[config.mk]
export PLATFORM = sky130hd
export DESIGN_NAME = mddr_io_bank_ctrl
export DESIGN_NICKNAME = d
export VERILOG_FILES = /design/src/rtl/mddr_io_pkg.sv /design/src/rtl/mddr_io_sync.sv /design/src/rtl/mddr_io_bank_ctrl.sv
export SDC_FILE = /design/constraint.sdc
export NUM_CORES = 1
export LEC_CHECK = 0
export BUFFER_PORTS_ARGS = -buffer_cell sky130_fd_sc_hd__buf_2
export CAP_MARGIN = 20
export CORE_MARGIN = 10
export CORE_UTILIZATION = 45
export CTS_BUF_LIST = sky130_fd_sc_hd__clkbuf_8
export CTS_CLUSTER_DIAMETER = 100
export DETAILED_ROUTE_END_ITERATION = 10
export PLACE_DENSITY = 0.71
export SETUP_SLACK_MARGIN = 0.15
export SLEW_MARGIN = 10
export SYNTH_ARGS = -nofsm -noshare
export SYNTH_HDL_FRONTEND = slang
export SYNTH_HIERARCHICAL = 1
export SYNTH_SLANG_ARGS = --single-unit
[constraint.sdc]
create_clock -name clk -period 2.2 [get_ports clk]
set_input_delay 0.22 -clock clk [delete_from_list [all_inputs] [get_ports clk]]
set_output_delay 0.22 -clock clk [all_outputs]
set_load 0.02 [all_outputs]
[src/rtl/mddr_io_pkg.sv]
// mddr_io_pkg: shared state, pad config type and reset config for the mDDR I/O bank.
package mddr_io_pkg;
  typedef enum logic [2:0] {IDLE, PRE, DRIVE, POST, TURN, PWDN, WAKE} state_t;
  typedef struct packed {
    logic       ds;
    logic [1:0] s;
    logic       lvcmos;
  } cfg_t;
  localparam cfg_t CFG_RESET = '{ds: 1'b0, s: 2'b00, lvcmos: 1'b1};
  function automatic int max4(int a, int b, int c, int d);
    int m;
    m = a > b ? a : b;
    m = m > c ? m : c;
    return m > d ? m : d;
  endfunction
endpackage

[src/rtl/mddr_io_sync.sv]
// mddr_io_sync: parametrised-width two-flop synchroniser.
module mddr_io_sync #(
  parameter int W = 8
) (
  input  logic         clk,
  input  logic         rst_n,
  input  logic [W-1:0] d,
  output logic [W-1:0] q
);
  logic [W-1:0] meta;
  always_ff @(posedge clk or negedge rst_n)
    if (!rst_n) {q, meta} <= '0;
    else        {q, meta} <= {meta, d};
endmodule

[src/rtl/mddr_io_bank_ctrl.sv]
// mddr_io_bank_ctrl: output-enable, power-down, config and receive sequencing for a bank of mDDR pads.
module mddr_io_bank_ctrl
  import mddr_io_pkg::*;
#(
  parameter int                   NUM_LANES   = 8,
  parameter int                   DIFF        = 0,
  parameter int                   PRE_CYCLES  = 1,
  parameter logic [NUM_LANES-1:0] PRE_PATTERN = '0,
  parameter int                   POST_CYCLES = 1,
  parameter int                   TURN_CYCLES = 2,
  parameter int                   WAKE_CYCLES = 16
) (
  input  logic                 clk,
  input  logic                 rst_n,
  input  logic                 tx_valid,
  input  logic [NUM_LANES-1:0] tx_data,
  output logic                 tx_ready,
  input  logic                 rx_en,
  output logic [NUM_LANES-1:0] rx_data,
  output logic                 rx_valid,
  input  logic                 pwd_req,
  output logic                 pwd_ack,
  input  logic                 cfg_wr,
  input  logic                 cfg_ds,
  input  logic                 cfg_lvcmos,
  input  logic [1:0]           cfg_s,
  output logic                 cfg_pending,
  output logic                 pad_ds,
  output logic                 pad_lvcmos,
  output logic [1:0]           pad_s,
  output logic [NUM_LANES-1:0] pad_i,
  output logic [NUM_LANES-1:0] pad_i_n,
  output logic [NUM_LANES-1:0] pad_oen,
  output logic                 pad_pwd,
  input  logic [NUM_LANES-1:0] pad_c
);
  localparam int CW = $clog2(max4(PRE_CYCLES, POST_CYCLES, TURN_CYCLES, WAKE_CYCLES) + 1);
  state_t               state, ns;
  logic [CW-1:0]        cnt, cnt_d;
  logic [1:0]           run, run_d;
  logic [NUM_LANES-1:0] pad_i_d;
  logic                 accept, drive_d, apply;
  cfg_t                 cfg_q, shadow, cfg_in;
  assign accept = tx_valid && tx_ready;
  assign apply  = state == IDLE || state == PWDN;
  assign cfg_in = '{ds: cfg_ds, s: cfg_s, lvcmos: cfg_lvcmos};
  assign {pad_ds, pad_s, pad_lvcmos} = cfg_q;
  always_comb begin
    ns = state;
    case (state)
      IDLE:    ns = pwd_req ? PWDN : tx_valid ? PRE : IDLE;
      PRE:     ns = cnt == '0 ? DRIVE : PRE;
      DRIVE:   ns = tx_valid ? DRIVE : POST;
      POST:    ns = tx_valid ? DRIVE : cnt == '0 ? TURN : POST;
      TURN:    ns = cnt == '0 ? IDLE : TURN;
      PWDN:    ns = pwd_req ? PWDN : WAKE;
      WAKE:    ns = cnt == '0 ? IDLE : WAKE;
      default: ns = IDLE;
    endcase
    cnt_d = ns != state ? (ns == PRE  ? CW'(PRE_CYCLES - 1)  :
                           ns == POST ? CW'(POST_CYCLES - 1) :
                           ns == TURN ? CW'(TURN_CYCLES - 1) :
                           ns == WAKE ? CW'(WAKE_CYCLES - 1) : '0)
                        : cnt == '0 ? cnt : cnt - 1'b1;
    // run counts consecutive IDLE cycles so rx_valid waits for the synchroniser to refill
    run_d   = ns != IDLE ? 2'd0 : state != IDLE ? 2'd1 : run == 2'd3 ? run : run + 2'd1;
    drive_d = ns == PRE || ns == DRIVE || ns == POST;
    pad_i_d = accept ? tx_data : ns == PRE ? PRE_PATTERN : pad_i;
  end
  always_ff @(posedge clk or negedge rst_n)
    if (!rst_n) begin
      state    <= IDLE;
      cnt      <= '0;
      run      <= '0;
      tx_ready <= 1'b0;
      rx_valid <= 1'b0;
      pwd_ack  <= 1'b0;
      pad_pwd  <= 1'b0;
      pad_oen  <= '1;
      pad_i    <= '0;
      pad_i_n  <= {NUM_LANES{DIFF != 0}};
    end else begin
      state    <= ns;
      cnt      <= cnt_d;
      run      <= run_d;
      // ready in the last preamble cycle so the first beat lands right after the preamble
      tx_ready <= ns == DRIVE || (ns == PRE && cnt_d == '0);
      rx_valid <= rx_en && run_d == 2'd3;
      pwd_ack  <= ns == PWDN;
      pad_pwd  <= ns == PWDN;
      pad_oen  <= {NUM_LANES{!drive_d}};
      pad_i    <= pad_i_d;
      pad_i_n  <= DIFF != 0 ? ~pad_i_d : '0;
    end
  always_ff @(posedge clk or negedge rst_n)
    if (!rst_n) begin
      cfg_q       <= CFG_RESET;
      shadow      <= CFG_RESET;
      cfg_pending <= 1'b0;
    end else if (cfg_wr) begin
      shadow      <= cfg_in;
      cfg_q       <= apply ? cfg_in : cfg_q;
      cfg_pending <= !apply;
    end else if (cfg_pending && apply) begin
      cfg_q       <= shadow;
      cfg_pending <= 1'b0;
    end
  mddr_io_sync #(.W(NUM_LANES)) u_sync (.clk(clk), .rst_n(rst_n), .d(pad_c), .q(rx_data));
endmodule

==> impl_metrics.sql <==
INSERT INTO impl_metrics (metric_group, metric, value, unit) VALUES
('detailed_routing', 'routed_wl', '4.601', 'mm'),
('die', 'fp.dieArea', '7805', 'um^2'),
('placed_design', 'final_replace_weighted_congestion', '0.8804', ''),
('placed_design', 'dpl_cell_area', '2362', 'um^2'),
('clocking', 'cts-buffers-inserted', '5', ''),
('global_routing', 'grt_pass1_vias', '1560', ''),
('setup_path', 'crit_buf_inv', '2', ''),
('logic_synthesis', 'syn_area_per_cell', '10.95', 'um^2'),
('logic_synthesis', 'syn-instance-count', '192', ''),
('logic_synthesis', 'synth.yosys.warnings', '6', ''),
('min_path', 'worstHoldPathType', 'primary input to flip-flop', ''),
('detailed_routing', 'avgRoutedWirePerCell', '15.34', 'um'),
('setup_path', 'path_delay_family', 'compound AO/OA/AOI/OAI gates', ''),
('finish', 'design_area', '2470', 'um^2'),
('finish', 'seq_area', '1180', 'um^2'),
('setup_path', 'critical_path_required', '2.44', 'ns'),
('global_routing', 'antenna_violations_before_repair', '0', ''),
('power', 'power_density', '1471', 'nW/um^2'),
('logic_synthesis', 'synth_area', '2102', 'um^2'),
('placed_design', 'buffer_ports.inserted', '58', ''),
('finish', 'multiInputGateArea', '773.2', 'um^2'),
('die', 'floorplan.initialDensity', '0.4730', ''),
('clocking', 'clock_path_buffers', '2', ''),
('clocking', 'clock_tree.htree_level_count', '2', ''),
('finish', 'layout.nets', '275', ''),
('global_routing', 'grt_first_pass_wirelength', '7.603', 'mm'),
('setup_path', 'timing.critical_path.slowest_cell_delay', '0.43', 'ns'),
('setup_path', 'type_of_element_capturing_the_critical_path', 'flip-flop', ''),
('clocking', 'clkTransAtPathRegs', '0.08', 'ns'),
('die', 'die_width', '88.35', 'um'),
('global_routing', 'grt_start_max_net_pins', '24', ''),
('setup_path', 'critical_path.reg2reg.startpoint', 'cnt[1]', ''),
('die', 'floorplan.core_area', '4444', 'um^2'),
('detailed_routing', 'routed-via-count', '1498', ''),
('detailed_routing', 'detail_route.vias_per_cell', '4.993', ''),
('logic_synthesis', 'postSynth.topFlopCell', 'sky130_fd_sc_hd__dfrtp_1', ''),
('logic_synthesis', 'async_reset_ff_frac', '1.000', ''),
('timing', 'achievable-frequency', '535.7', 'MHz'),
('finish', 'antennaDiodeCount', '0', ''),
('finish', 'most_frequent_cells_in_the_layout', 'sky130_fd_sc_hd__buf_2, sky130_fd_sc_hd__dfrtp_1, sky130_fd_sc_hd__nand2_1', ''),
('timing', 'slew_violations', '0', ''),
('setup_path', 'critical_path_arrival', '2.10', 'ns'),
('global_routing', 'track_usage', '0.1233', ''),
('flow_run', 'max_cap_violations', '0', ''),
('logic_synthesis', 'synth.ff_latch_count', '47', ''),
('timing', 'tns', '0', 'ns'),
('setup_path', 'critPathSlowestCell', 'sky130_fd_sc_hd__dfrtp_1', ''),
('finish', 'mostFrequentLayoutCell', 'sky130_fd_sc_hd__buf_2', ''),
('timing', 'setup_viol_count_final', '0', ''),
('power', 'p_leak', '1.227', 'nW'),
('setup_path', 'worstSetupPathType', 'flip-flop to flip-flop', ''),
('finish', 'utilization', '0.5557', ''),
('clocking', 'clock_latency', '0.30', 'ns'),
('status', 'run_status', 'completed', ''),
('logic_synthesis', 'post_synthesis_sequential_area_ratio', '0.5613', ''),
('die', 'design.portCount', '67', ''),
('timing', 'fin_hold_ws', '0.02137', 'ns'),
('logic_synthesis', 'library_cells_used_by_synthesis', '48', ''),
('timing', 'post_route_fraction_of_the_period_consumed_by_the_critical_path', '0.8485', ''),
('placed_design', 'detailed_place_hpwl', '3.628', 'mm'),
('timing', 'grt_setup_unrepaired', 'false', ''),
('timing', 'final.setup_skew', '0.004237', 'ns'),
('setup_path', 'cell_by_cell_listing_of_the_critical_path', 'inv_1 > ha_2 > nor4b_4 > buf_4 > nor2_2 > o21ai_1 > a21boi_1 > o311a_1', ''),
('setup_path', 'worst_setup_path_start', 'cnt[1]', ''),
('die', 'standard_cell_rows', '24', ''),
('clocking', 'cts_sinks', '47', ''),
('clocking', 'cts_tree', 'built', ''),
('detailed_routing', 'drt-initial-drc-count', '110', ''),
('logic_synthesis', 'synth-edff-count', '0', ''),
('finish', 'final_layout_size_suffix_gt1_frac', '0.3790', ''),
('timing', 'final-hold-violation-count', '0', '');
-- synth_stat cells (all sizes together), types with 2 or more instances --
| cell | instances | area share |
|---|---|---|
| dfstp | 3 | 0.038 |
| nor2 | 16 | 0.031 |
| dfrtp | 44 | 0.52 |
| nand2b | 3 | 0.0089 |
| nor3 | 6 | 0.017 |
| xnor2 | 2 | 0.0083 |
| a21oi | 6 | 0.014 |
| buf | 22 | 0.074 |
| and2 | 2 | 0.0060 |
| ha | 2 | 0.012 |
| nand2 | 23 | 0.042 |
| nand3 | 2 | 0.0048 |
| mux2 | 8 | 0.043 |
| mux2i | 3 | 0.014 |
| o21ai | 20 | 0.051 |
| and3 | 2 | 0.0060 |
| inv | 5 | 0.0089 |
| a21boi | 2 | 0.0071 |
-- timing repair --
| action | CTS | global route |
|---|---|---|
| endpoints found under the setup margin | 0 | 11 |
| hold endpoints to repair | 19 | 0 |
| resized for setup | 0 | 2 |
| hold buffers | 1 | 0 |
| buffers inserted | 0 | 0 |
-- kinds of logic (layout without fill, tap and decap cells) --
family / after synthesis / after routing / synth area share
multiplexers: 11 / 11 / 0.05715
adder cells (fa/ha/maj): 2 / 2 / 0.01190
AND/OR/NAND/NOR: 60 / 60 / 0.1458
other: 1 / 8 / 0.001784
AO/OA/AOI/OAI: 40 / 40 / 0.1250
buffers and inverters: 28 / 77 / 0.08452
XOR/XNOR: 3 / 3 / 0.01250
flip-flops: 47 / 47 / 0.5613
-- area by class of cell --
cell class                      count  area share
Sequential cell                    47      0.4777
Multi-Input combinational cell    124      0.3131
Timing Repair Buffer               64      0.1368
Clock buffer                        6     0.03343
Tap cell                           52     0.02634
Inverter                            5    0.007599
Clock inverter                      2    0.005066
-- metrics by stage --
| step | setup slack, ns | power, mW | cells |
|---|---|---|---|
| 6_report | 0.3333 | 3.633 | 300 |
| 5_1_grt | 0.2107 | 3.916 | 300 |
| 4_1_cts | 0.2479 | 3.658 | 300 |
| 3_5_place_dp | 0.2637 | 3.116 | 291 |
| 3_3_place_gp | 0.3584 | 3.073 | 291 |
| 2_1_floorplan | 0.3812 | 2.714 | 199 |
-- power breakdown --
group	switching, mW	internal (mW)	total [mW]
registers	0.203	1.11	1.31
clock network	0.281	0.253	0.534
logic	1.07	0.716	1.78
-- sequential cells by signal, summed over array words and instances, names as in the netlist --
register and cells:
shadow 4, rx_valid 1, cnt 5, pad_ds 1
pad_s 2, u_sync/q 8, run 2, pad_lvcmos 1
tx_ready 1, pad_oen 1, cfg_pending 1, pad_i 8
pad_pwd 1, state 3, u_sync/meta 8
-- layer usage --
metal	vias up	wire length, um	track usage
met3	6	419	0.04136
met5	-	0	0
met1	709	1792	0.1395
met2	48	2317	0.2103
met4	0	72	0.04846
li1	735	-	-
-- final timing paths --
check | to | slack, ns | cells after the start
hold / removal | u_sync/meta[0] | 0.02 | 1
max in group asynchronous | pad_oen[0] | 1.17 | 3
hold reg to reg | u_sync/q[3] | 0.35 | 0
setup reg to reg | run[0] | 0.33 | 8
setup / recovery | run[0] | 0.33 | 8
min in group asynchronous | u_sync/meta[3] | 0.41 | 2
Note: power is estimated with default switching activity, not from simulation.
